$ cat config.mk
export PLATFORM = sky130hd
export DESIGN_NAME = systolic_feeder
export DESIGN_NICKNAME = d
export VERILOG_FILES = /design/src/rtl/systolic_pkg.sv /design/src/rtl/feeder_lane_sel.sv /design/src/rtl/systolic_feeder.sv
export SDC_FILE = /design/constraint.sdc
export NUM_CORES = 1
export LEC_CHECK = 0
export BUFFER_PORTS_ARGS = -buffer_cell sky130_fd_sc_hd__buf_2
export CAP_MARGIN = 20
export CORE_MARGIN = 2
export CORE_UTILIZATION = 33
export CTS_BUF_LIST = sky130_fd_sc_hd__clkbuf_8
export CTS_CLUSTER_DIAMETER = 40
export CTS_CLUSTER_SIZE = 10
export DETAILED_ROUTE_END_ITERATION = 16
export PLACE_DENSITY = 0.61
export SETUP_SLACK_MARGIN = 0.3
export SKIP_CTS_REPAIR_TIMING = 1
export SYNTH_ARGS = -nofsm -noshare
export SYNTH_HDL_FRONTEND = slang
export SYNTH_SLANG_ARGS = --single-unit
$ cat constraint.sdc
create_clock -name clk -period 6.78 [get_ports clk]
set_clock_uncertainty 0.15 [all_clocks]
set_input_delay 1.356 -clock clk [delete_from_list [all_inputs] [get_ports clk]]
set_output_delay 1.356 -clock clk [all_outputs]
set_load 0.03 [all_outputs]
$ cat src/rtl/systolic_pkg.sv
// Shared types and constants for the systolic array and its edge feeder.
// Used by systolic_feeder and top_lvl so element widths and FSM encodings agree.
package systolic_pkg;

    localparam int DEFAULT_NUM_BITS = 8;
    localparam int DEFAULT_N        = 4;

    typedef logic [DEFAULT_NUM_BITS-1:0] elem_t;
    typedef elem_t [DEFAULT_N-1:0]       edge_t;

    typedef enum logic [1:0] {
        IDLE   = 2'd0,
        CLEAR  = 2'd1,
        STREAM = 2'd2,
        DONE   = 2'd3
    } feeder_state_e;

    // A full pass is N wavefront rows, N-1 extra skew steps, then N-1 drain steps.
    function automatic int stream_len(input int n);
        return 3 * n - 2;
    endfunction

    localparam int STREAM_LEN = 3 * DEFAULT_N - 2;

endpackage

$ cat src/rtl/feeder_lane_sel.sv
// Skew select for one edge lane: presents element (t - lane) of the lane's
// stored vector while that index is in range, and zero otherwise.
module feeder_lane_sel #(
    parameter int NUM_BITS = 8,
    parameter int N        = 4,
    parameter int T_W      = 4,
    parameter int L_W      = 2
) (
    input  logic                         en,
    input  logic [L_W-1:0]               lane,
    input  logic [T_W-1:0]               t,
    input  logic [N-1:0][NUM_BITS-1:0]   elems,
    output logic [NUM_BITS-1:0]          elem
);

    int offset;

    // NOTE: every always_comb output gets a default first so no path infers a latch.
    always_comb begin
        elem   = '0;
        offset = int'(t) - int'(lane);
        if (en) begin
            for (int k = 0; k < N; k++) begin
                if (offset == k) begin
                    elem = elems[k];
                end
            end
        end
    end

endmodule

$ cat src/rtl/systolic_feeder.sv
// Edge driver for the N x N output-stationary systolic array: buffers A and B,
// clears the accumulators, then streams skewed wavefronts. Optional build
// macro SYSTOLIC_FEEDER_B_ROWMAJOR_EN makes B loads row-major like A.
module systolic_feeder
    import systolic_pkg::*;
#(
    parameter int NUM_BITS = DEFAULT_NUM_BITS,
    parameter int N        = DEFAULT_N
) (
    input  logic                           clk,
    input  logic                           rst,
    input  logic                           ld_valid_i,
    output logic                           ld_ready_o,
    input  logic                           ld_sel_i,
    input  logic [$clog2(N)-1:0]           ld_idx_i,
    input  logic [N*NUM_BITS-1:0]          ld_data_i,
    input  logic                           start_i,
    output logic                           busy_o,
    output logic                           clr_o,
    output logic                           feed_valid_o,
    output logic [N-1:0][NUM_BITS-1:0]     west_o,
    output logic [N-1:0][NUM_BITS-1:0]     north_o,
    output logic                           done_o
);

    localparam int IDX_W = $clog2(N);
    localparam int LEN   = stream_len(N);
    localparam int T_W   = $clog2(LEN);

    typedef logic [N-1:0][NUM_BITS-1:0] row_t;

    feeder_state_e state_q, state_d;
    logic [T_W-1:0] t_q, t_d;

    row_t [N-1:0] a_buf;
    row_t [N-1:0] b_buf;
    row_t [N-1:0] b_col;
    row_t         west_d;
    row_t         north_d;

    logic ld_fire;
    logic stream_d;

    // ld_ready_o is high exactly in IDLE, so it doubles as the write enable gate.
    // Out-of-range indices are still handshaken but never written.
    assign ld_fire = ld_valid_i && ld_ready_o && (int'(ld_idx_i) < N);

    // NOTE: the buffers are architectural state that reset must clear, so they
    // sit under the synchronous reset like every other register here.
    always_ff @(posedge clk) begin
        if (rst) begin
            a_buf <= '0;
            b_buf <= '0;
        end else if (ld_fire) begin
            if (!ld_sel_i) begin
                a_buf[ld_idx_i] <= ld_data_i;
            end else begin
`ifdef SYSTOLIC_FEEDER_B_ROWMAJOR_EN
                b_buf[ld_idx_i] <= ld_data_i;
`else
                for (int k = 0; k < N; k++) begin
                    b_buf[k][ld_idx_i] <= ld_data_i[k*NUM_BITS +: NUM_BITS];
                end
`endif
            end
        end
    end

    always_comb begin
        b_col = '0;
        for (int j = 0; j < N; j++) begin
            for (int k = 0; k < N; k++) begin
                b_col[j][k] = b_buf[k][j];
            end
        end
    end

    always_comb begin
        state_d = state_q;
        t_d     = '0;
        case (state_q)
            IDLE: begin
                if (start_i) begin
                    state_d = CLEAR;
                end
            end
            CLEAR: begin
                state_d = STREAM;
            end
            STREAM: begin
                t_d = t_q + 1'b1;
                if (t_q == T_W'(LEN - 1)) begin
                    state_d = DONE;
                end
            end
            DONE: begin
                state_d = IDLE;
            end
            default: begin
                state_d = IDLE;
            end
        endcase
    end

    // Edges are selected from the next-cycle counter so the registered outputs
    // line up with the state they belong to.
    assign stream_d = (state_d == STREAM);

    for (genvar i = 0; i < N; i++) begin : g_lane
        feeder_lane_sel #(
            .NUM_BITS (NUM_BITS),
            .N        (N),
            .T_W      (T_W),
            .L_W      (IDX_W)
        ) u_west (
            .en    (stream_d),
            .lane  (IDX_W'(i)),
            .t     (t_d),
            .elems (a_buf[i]),
            .elem  (west_d[i])
        );

        feeder_lane_sel #(
            .NUM_BITS (NUM_BITS),
            .N        (N),
            .T_W      (T_W),
            .L_W      (IDX_W)
        ) u_north (
            .en    (stream_d),
            .lane  (IDX_W'(i)),
            .t     (t_d),
            .elems (b_col[i]),
            .elem  (north_d[i])
        );
    end

    // NOTE: sequential state uses non-blocking assignments so every register
    // samples pre-edge values regardless of statement order.
    always_ff @(posedge clk) begin
        if (rst) begin
            state_q      <= IDLE;
            t_q          <= '0;
            ld_ready_o   <= 1'b1;
            busy_o       <= 1'b0;
            clr_o        <= 1'b0;
            feed_valid_o <= 1'b0;
            done_o       <= 1'b0;
            west_o       <= '0;
            north_o      <= '0;
        end else begin
            state_q      <= state_d;
            t_q          <= t_d;
            ld_ready_o   <= (state_d == IDLE);
            busy_o       <= (state_d != IDLE);
            clr_o        <= (state_d == CLEAR);
            feed_valid_o <= stream_d;
            done_o       <= (state_d == DONE);
            west_o       <= west_d;
            north_o      <= north_d;
        end
    end

endmodule

==> results of run 1 <==
==> report_power, final <==
part | internal (W) | switching (W) | total [W]
Combinational | 0.000156 | 0.000428 | 0.000584
Sequential | 0.00201 | 0.0000368 | 0.00205
Clock | 0.000649 | 0.000712 | 0.00136
Total | 0.00281 | 0.00118 | 0.00399
==> cell families after synthesis <==
family	after synthesis
and+or+nand+nor	691
AOI/OAI and AO/OA	398
muxes	22
buffers and inverters	164
adders and majority gates	7
DFF	331
xor gates and xnor gates	5
==> path summary, 6_finish.rpt <==
kind                               endpoint  cells after the start  slack, ps  startpoint
worst min-delay path             b_buf[107]                      2        300  b_buf[107]
worst min register to register   b_buf[107]                      2        300  b_buf[107]
worst max-delay path            north_o[11]                      8       2910      t_q[0]
worst max register to register  north_o[11]                      8       2910      t_q[0]
==> critical path: cells and delay by family (launching register included) <==
kind / cells / cell delay (ps)
compound gates: 4 / 1470
fa+ha+maj: 1 / 360
simple gates: 1 / 500
buf+inv: 2 / 700
flops: 1 / 570
==> layout make-up <==
type / instances / share of cell area, %
antenna: 2 / 0.03458
tap: 518 / 4.478
clock inverter: 11 / 0.3977
sequential: 331 / 45.79
timing repair buffer: 130 / 5.481
inverter: 9 / 0.2507
clock buffer: 49 / 4.660
multi-input combinational: 1123 / 38.91
==> state kept, by name, indices dropped and copies added (netlist names) <==
signal        cells
a_buf           128
b_buf           128
north_o          32
west_o           32
t_q               4
state_q           2
busy_o            1
clr_o             1
done_o            1
feed_valid_o      1
ld_ready_o        1
==> metal layers <==
layer / vias up / share of wire [%]
li1: 5374 / -
met1: 5355 / 44
met2: 390 / 45
met3: 57 / 9.3
met4: 0 / 1.8
met5: - / 0
==> stage by stage <==
step / setup WS, ps / util (%) / instance area, µm² / total power [W]
3_3_place_gp: 2739 / 35.22 / 13610 / 0.002653
4_1_cts: 2718 / 37.22 / 14390 / 0.004016
6_report: 2906 / 37.45 / 14470 / 0.003990
3_5_place_dp: 2729 / 35.33 / 13650 / 0.002660
2_1_floorplan: 3508 / - / 12930 / 0.002474
5_1_grt: 2602 / 37.44 / 14470 / 0.004161
==> cell usage in the layout (no fill, tap or decap), types with 2 or more instances in the layout <==
master,n
mux4_2,16
clkinvlp_4,3
clkbuf_8,49
o21ai_0,27
or3_1,3
nor2b_1,4
xnor2_1,2
dfxtp_1,331
nor4_1,3
buf_6,2
mux2i_4,2
nor3b_1,2
diode_2,2
buf_4,17
o21ai_1,22
nor3_2,2
mux2i_1,2
a21oi_1,284
a21o_1,2
o2111ai_1,2
a222oi_1,26
nand2b_1,3
or2_2,2
a22oi_1,22
and2_1,21
nor2_1,52
ha_1,7
nor2b_2,2
buf_8,2
xor2_1,2
buf_16,3
clkinv_2,4
inv_1,12
nand4_1,3
nand3_1,5
a31oi_1,5
mux2i_2,2
buf_2,106
and4_1,2
nand2_1,577
==> flow_summary.toml, run 1 <==
[grt]
grtUsageMet1_pct = 26.77
track_usage_pct = 19.27
top_usage_layer = "met2"
grt_use_met2_pct = 29.84
antenna_found_initial = 4
grt_max_degree = 93
grt_use_met3_pct = 5.192
grt_pass1_wl_um = 60910
gr-total-overflow = 0
grt_pass1_vias = 10249

[synth]
synth_top_area_cell = "dfxtp_1"
dominantRegCellSynth = "dfxtp_1"
yosys-top-cells-count = "577 x nand2_1, 331 x dfxtp_1, 284 x a21oi_1"
ys_ff_latch = 331
yosysMostFrequentCell = "nand2_1"
synthMuxAreaShare_pct = 3.444
synthAdderAreaFrac_pct = 0.6772
synthDistinctLibCells = 52
synth_compound_area_share_pct = 17.33
synth-xor-area-share_pct = 0.3967
synth_area_leaders = "dfxtp_1 51%, nand2_1 17%, a21oi_1 11%"
syn_nets = 1664
yosysTopAreaCellShare_pct = 51.24
async_reset_ff_share_pct = 0
avgSynthCellArea_um2 = 7.993
synth_area_um2 = 12930
syn_inst = 1618
synth_top_family_by_area = "simple AND/OR/NAND/NOR gates"
synth_warnings = 0
synth-simple-area-share_pct = 21.43
synth-edff-count = 0
ys_seq_area_share_pct = 51.24

[layout]
multi_input_area_um2 = 5632
final_nets = 1683
seq_area_um2 = 6626
fillers = 4037
stdcell_count = 2173
drive_gt1_share_pct = 13.37
area_growth_pct = 11.91

[timing]
slew_viol_final = 0
setup_viol = 0
fmax_ghz = 0.2581
tightestPinTransition_ps = 1112
hold_violations = 0
period_needed_ps = 3874
slew_headroom_pct = 25.85
whs_ps = 301.9
timing.final.crit_share_pct = 57.14
setup_tns_ps = 0
rsz0062_at_grt = "false"

[drt]
route.vias.total = 11176
detail_route.iter0.violations = 1158
postRouteAntennaNets = 0
via_per_inst = 5.143
routed_wl_um = 40520
drc = 0
wire_per_inst_um = 18.64
drtPass1Iterations = 6

[clocking]
root_buffer = "clkbuf_8"
cts_made_buffers = 42
htreeDepth = 2
cts_sinks = 331
clk_latency_ps = 560
cts_tree = "yes"
path_clk_slew_ps = 70
clk_path_buf_depth = 3

[placed_design]
gp_congestion = 0.8187
dp.cells = 2107
port-buffer-count = 107
hpwl_um = 24180

[die]
coreArea_um2 = 38650
die_x_um = 202.0
io_pins = 108
initial_core_util_pct = 33.46
die_area_um2 = 40790
rows = 72
die_h_um = 202.0

[critical_path]
critPathRequiredTime_ps = 7100
critPathMaxStageDelay_ps = 780
cp_slowest_cell = "a221oi_4"
startpoint_type = "flop"
cp_max_fo = 27
crit_chain = "ha_1 > nand2b_2 > buf_4 > inv_4 > o2111ai_1 > a221oi_4 > a222oi_1 > a21oi_1"
cp.arrival_ps = 4200
end_kind = "flop"
crit_type = "flop to flop"

[run_status]
status = "complete, no violations"

[hold_path]
hp-class = "flop to flop"

[power_and_ir_drop]
p_per_area_nw_per_um2 = 275.7
ir_drop_mv = 0.1055
leakagePower_nw = 4.965

[job]
drv_cap = 0
No activity file was read; power rests on OpenSTA's default activity.
==> run 2: changes to the inputs <==
- clock period: 6.78 -> 4.1 ns (I/O delays scaled with it)
==> flow_summary.toml, run 2 (synthesized netlist as in run 1, its figures left out) <==
[timing]
tightestPinTransition_ps = 1006
slew_headroom_pct = 32.93
fmax_ghz = 0.2937
rsz0062_at_grt = "false"
period_needed_ps = 3405
setup_tns_ps = 0
setup_viol = 0
slew_viol_final = 0
whs_ps = 301.0
hold_violations = 0
timing.final.crit_share_pct = 83.04

[die]
coreArea_um2 = 38650
die_area_um2 = 40790
io_pins = 108
rows = 72
die_h_um = 202.0
die_x_um = 202.0
initial_core_util_pct = 33.46

[placed_design]
gp_congestion = 0.8135
port-buffer-count = 107
hpwl_um = 24670

[layout]
final_nets = 1692
area_growth_pct = 14.53
layout_commonest_cell = "nand2_1"
drive_gt1_share_pct = 14.23
top_regs = "a_buf (128), b_buf (128)"
fillers = 3972
layout_common_cells = "577 x nand2_1, 331 x dfxtp_1, 284 x a21oi_1"

[critical_path]
critPathRequiredTime_ps = 4450
timing.critical_path.mode_cell = "ha_1"
path_delay_family = "adder cells"
critPathMaxStageDelay_ps = 560
cp_slowest_cell = "mux2i_4"
startpoint_type = "flop"
crit_type = "flop to flop"
path_buf_inv = 1
end_kind = "flop"
crit_chain = "ha_1 > xor2_1 > nand2_1 > ha_1 > inv_1 > o211ai_1 > mux2i_4 > o2111ai_1 > a21oi_1"
cp.arrival_ps = 3750
cp_max_fo = 16

[clocking]
cts_made_buffers = 46
clk_latency_ps = 570
root_buffer = "clkbuf_8"
cts_tree = "yes"
path_clk_slew_ps = 70
clk_path_buf_depth = 3
htreeDepth = 2
cts_sinks = 331

[grt]
grt_pass1_wl_um = 63370
antenna_found_initial = 4
gr-total-overflow = 0
grt_max_degree = 223
grt_pass1_vias = 10776
track_usage_pct = 20.08

[drt]
wire_per_inst_um = 19.04
drc = 0
routed_wl_um = 41790
detail_route.iter0.violations = 1121
drtPass1Iterations = 8
route.vias.total = 11328
postRouteAntennaNets = 0
via_per_inst = 5.161

[hold_path]
hp-class = "flop to flop"

[power_and_ir_drop]
leakagePower_nw = 5.155
ir_drop_mv = 0.2066
p_per_area_nw_per_um2 = 492.4

[run_status]
status = "complete, no violations"

[job]
drv_cap = 0
[run 2: cell count changes in the layout (fill, tap and decap cells not counted), sizes merged]
cell,delta
diode,+2
inv,+2
clkinv,+3
clkinvlp,-3
buf,+5
clkbuf,+6
bufinv,+7
[run 2: cell type report]
class	count	area (µm²)	share of cell area, %
multi-input cells	1123	5627	37.99
inverters	9	36.28	0.2450
clock inverters	20	280.3	1.892
well taps	518	648.1	4.376
clock buffers	55	757.0	5.111
diodes	4	10.01	0.06758
flip-flops and latches	331	6626	44.74
repair buffers	135	827.0	5.584
[run 2: stage by stage]
| step | setup WS (ps) | power (W) | cells | cell area (µm²) | util (%) |
|---|---|---|---|---|---|
| floorplan | 827.9 | 0.004091 | 1618 | 12930 | - |
| global placement | 915.1 | 0.004411 | 2111 | 13660 | 35.36 |
| detailed placement | 783.3 | 0.004420 | 2112 | 13690 | 35.43 |
| CTS | 739.3 | 0.007325 | 2187 | 14730 | 38.11 |
| global route | 448.9 | 0.007587 | 2191 | 14800 | 38.30 |
| finish | 695.4 | 0.007294 | 2195 | 14810 | 38.33 |
[run 2: per-layer routing]
| metal | part of all wire (%) | up-vias | GRT usage [%] |
|---|---|---|---|
| met3 | 8.0 | 67 | 4.321 |
| met2 | 45 | 424 | 31.14 |
| li1 | - | 5423 | - |
| met4 | 2.5 | 0 | 6.276 |
| met1 | 45 | 5414 | 27.88 |
| met5 | 0 | - | 0 |
[run 2: report_power, final]
part,switching [W],total [W],internal [W]
sequential,0.0000632,0.00339,0.00332
clock,0.00126,0.00292,0.00166
combinational,0.000717,0.000985,0.000269
total,0.00204,0.00729,0.00525
[run 2: path summary, 6_finish.rpt]
check / startpoint / endpoint / slack (ps) / cells past startpoint
worst max-delay path: t_q[0] / west_o[22] / 700 / 9
worst min-delay path: a_buf[31] / a_buf[31] / 300 / 2
worst max register to register: t_q[0] / west_o[22] / 700 / 9
worst min register to register: a_buf[31] / a_buf[31] / 300 / 2
[run 2: worst reg2reg max path: stages, from the launching register on]
cell and delay [ps]:
dfxtp_1 550, ha_1 360, xor2_1 430, nand2_1 160, ha_1 350, inv_1 240, o211ai_1 170, mux2i_4 560
o2111ai_1 210, a21oi_1 160
==> run 3: changes to the inputs <==
- PLACE_DENSITY: 0.61 -> 0.63
- clock period: 4.1 -> 2.8 ns (I/O delays scaled with it)
==> flow_summary.toml, run 3 (synthesized netlist as in run 1, its figures left out) <==
[power_and_ir_drop]
p_per_area_nw_per_um2 = 687.7
ir_drop_mv = 0.3080
switchingPower_w = 0.003062
power_frac_clock_pct = 36.4
switching_share_pct = 29.80
power.share.sequential_pct = 48.2
intPower_w = 0.007215
combPwrFrac_pct = 15.4
leakagePower_nw = 5.176
p_total_w = 0.01028

[layout]
layout_common_cells = "577 x nand2_1, 329 x dfxtp_1, 284 x a21oi_1"
stdcell_count = 2210
drive_gt1_share_pct = 16.20
area_growth_pct = 15.55
seq_area_um2 = 6634
final_util_pct = 38.67
fillers = 3956
layout_commonest_cell = "nand2_1"
top_regs = "a_buf (128), b_buf (128)"
multi_input_area_um2 = 5757
final_nets = 1710

[die]
coreArea_um2 = 38650
die_h_um = 202.0
rows = 72
die_area_um2 = 40790
initial_core_util_pct = 33.46
io_pins = 108
die_x_um = 202.0

[hold_path]
hp-class = "input port to flop"
min_to = "state_q[0]"
hold_start = "rst"
min_delay_path_depth = 2

[drt]
routed_wl_um = 42800
route.vias.total = 11458
via_per_inst = 5.185
wire_per_inst_um = 19.37
drc = 0
detail_route.iter0.violations = 1170
postRouteAntennaNets = 0
drtPass1Iterations = 5

[grt]
antenna_found_initial = 2
track_usage_pct = 20.06
grt_max_degree = 178
gr-total-overflow = 0
grt_pass1_vias = 10439
grt_pass1_wl_um = 62980

[critical_path]
cp_max_fo = 10
cp_slowest_cell = "dfxtp_4"
critPathRequiredTime_ps = 3110
startpoint_type = "flop"
reg2reg_to = "west_o[18]"
worstSetupStartpoint = "t_q[0]"
cp.arrival_ps = 2750
critPathMaxStageDelay_ps = 360
end_kind = "flop"
worstReg2RegStart = "t_q[0]"
crit_chain = "buf_8 > ha_4 > nand2b_4 > ha_4 > nand4bb_1 > a2111oi_4 > mux2i_2 > buf_6 > o21ai_1 > nor2_1"
reg2regPathDepth = 10
crit_type = "flop to flop"
timing.critical_path.mode_cell = "ha_4"
rrSetupSlack_ps = 350

[timing]
fmax_ghz = 0.4088
slew_viol_final = 0
fin_ws_ps = 353.9
slew_headroom_pct = 37.02
timing.final.crit_share_pct = 87.36
tightestPinTransition_ps = 944.6
period_needed_ps = 2446
setup_viol = 0
setup_tns_ps = 0
hold_violations = 0
rsz0062_at_grt = "true"

[clocking]
cts_made_buffers = 46
cts_sinks = 331
clk_latency_ps = 570
htreeDepth = 2
root_buffer = "clkbuf_8"
clk_path_buf_depth = 3
cts_tree = "yes"
path_clk_slew_ps = 70

[placed_design]
port-buffer-count = 107
gp_congestion = 0.9011
dpl_worst_slack_ps = 242.9
hpwl_um = 25250
dp.cells = 2129

[run_status]
status = "complete, no violations"

[job]
drv_cap = 0
[run 3: cell types whose count changed in the layout (fill, tap and decap cells not counted), sizes merged]
cell,delta
buf,+18
clkinvlp,+1
diode,-3
clkinv,+2
bufinv,-6
inv,+3
[run 3: worst max-delay path, delay by kind of cell (launching register included)]
family	cells	cell delay (ps)
AND/OR/NAND/NOR	3	480
adder cells (fa/ha/maj)	2	440
AO/OA/AOI/OAI	2	390
flip-flops	1	360
buffers and inverters	2	330
multiplexers	1	170
[run 3: through the flow]
step	instance area (µm²)	hold WS (ps)
finish	14940	64.79
global route	14940	45.34
CTS	14750	30.18
detailed placement	13860	295.2
global placement	13860	288.3
floorplan	13020	283.1
[run 3: cell type report]
cell class,instances,share of cell area [%]
diodes,1,0.01675
well taps,518,4.337
multi-input cells,1123,38.52
repair buffers,153,6.464
clock buffers,55,5.066
clock inverters,20,0.9043
flip-flops and latches,331,44.39
inverters,9,0.2931
[run 3: routing by layer]
layer  track usage (%)  up-vias  routed length, µm
met5                 0        -                 12
met4             6.355        2               1242
met3             3.434       73               3579
met2             31.00      485              19220
met1             28.45     5442              18740
li1                  -     5456                  -
[run 3: worst max-delay path by stage]
| stage | end | slack (ps) | cells after the start |
|---|---|---|---|
| global placement | north_o[17] | 260 | 10 |
| global route | west_o[8] | 250 | 10 |
| finish | west_o[18] | 350 | 10 |
| detailed placement | north_o[23] | 240 | 10 |
| CTS | west_o[15] | 220 | 10 |
| floorplan | north_o[19] | 160 | 13 |
[run 3: power groups by stage]
| stage | Sequential, W | Combinational (W) | Clock (W) |
|---|---|---|---|
| CTS | 0.00494 | 0.00151 | 0.00380 |
| global placement | 0.00504 | 0.00149 | 0 |
| finish | 0.00495 | 0.00159 | 0.00374 |
| detailed placement | 0.00505 | 0.00151 | 0 |
| global route | 0.00497 | 0.00169 | 0.00398 |
| floorplan | 0.00509 | 0.000922 | 0 |
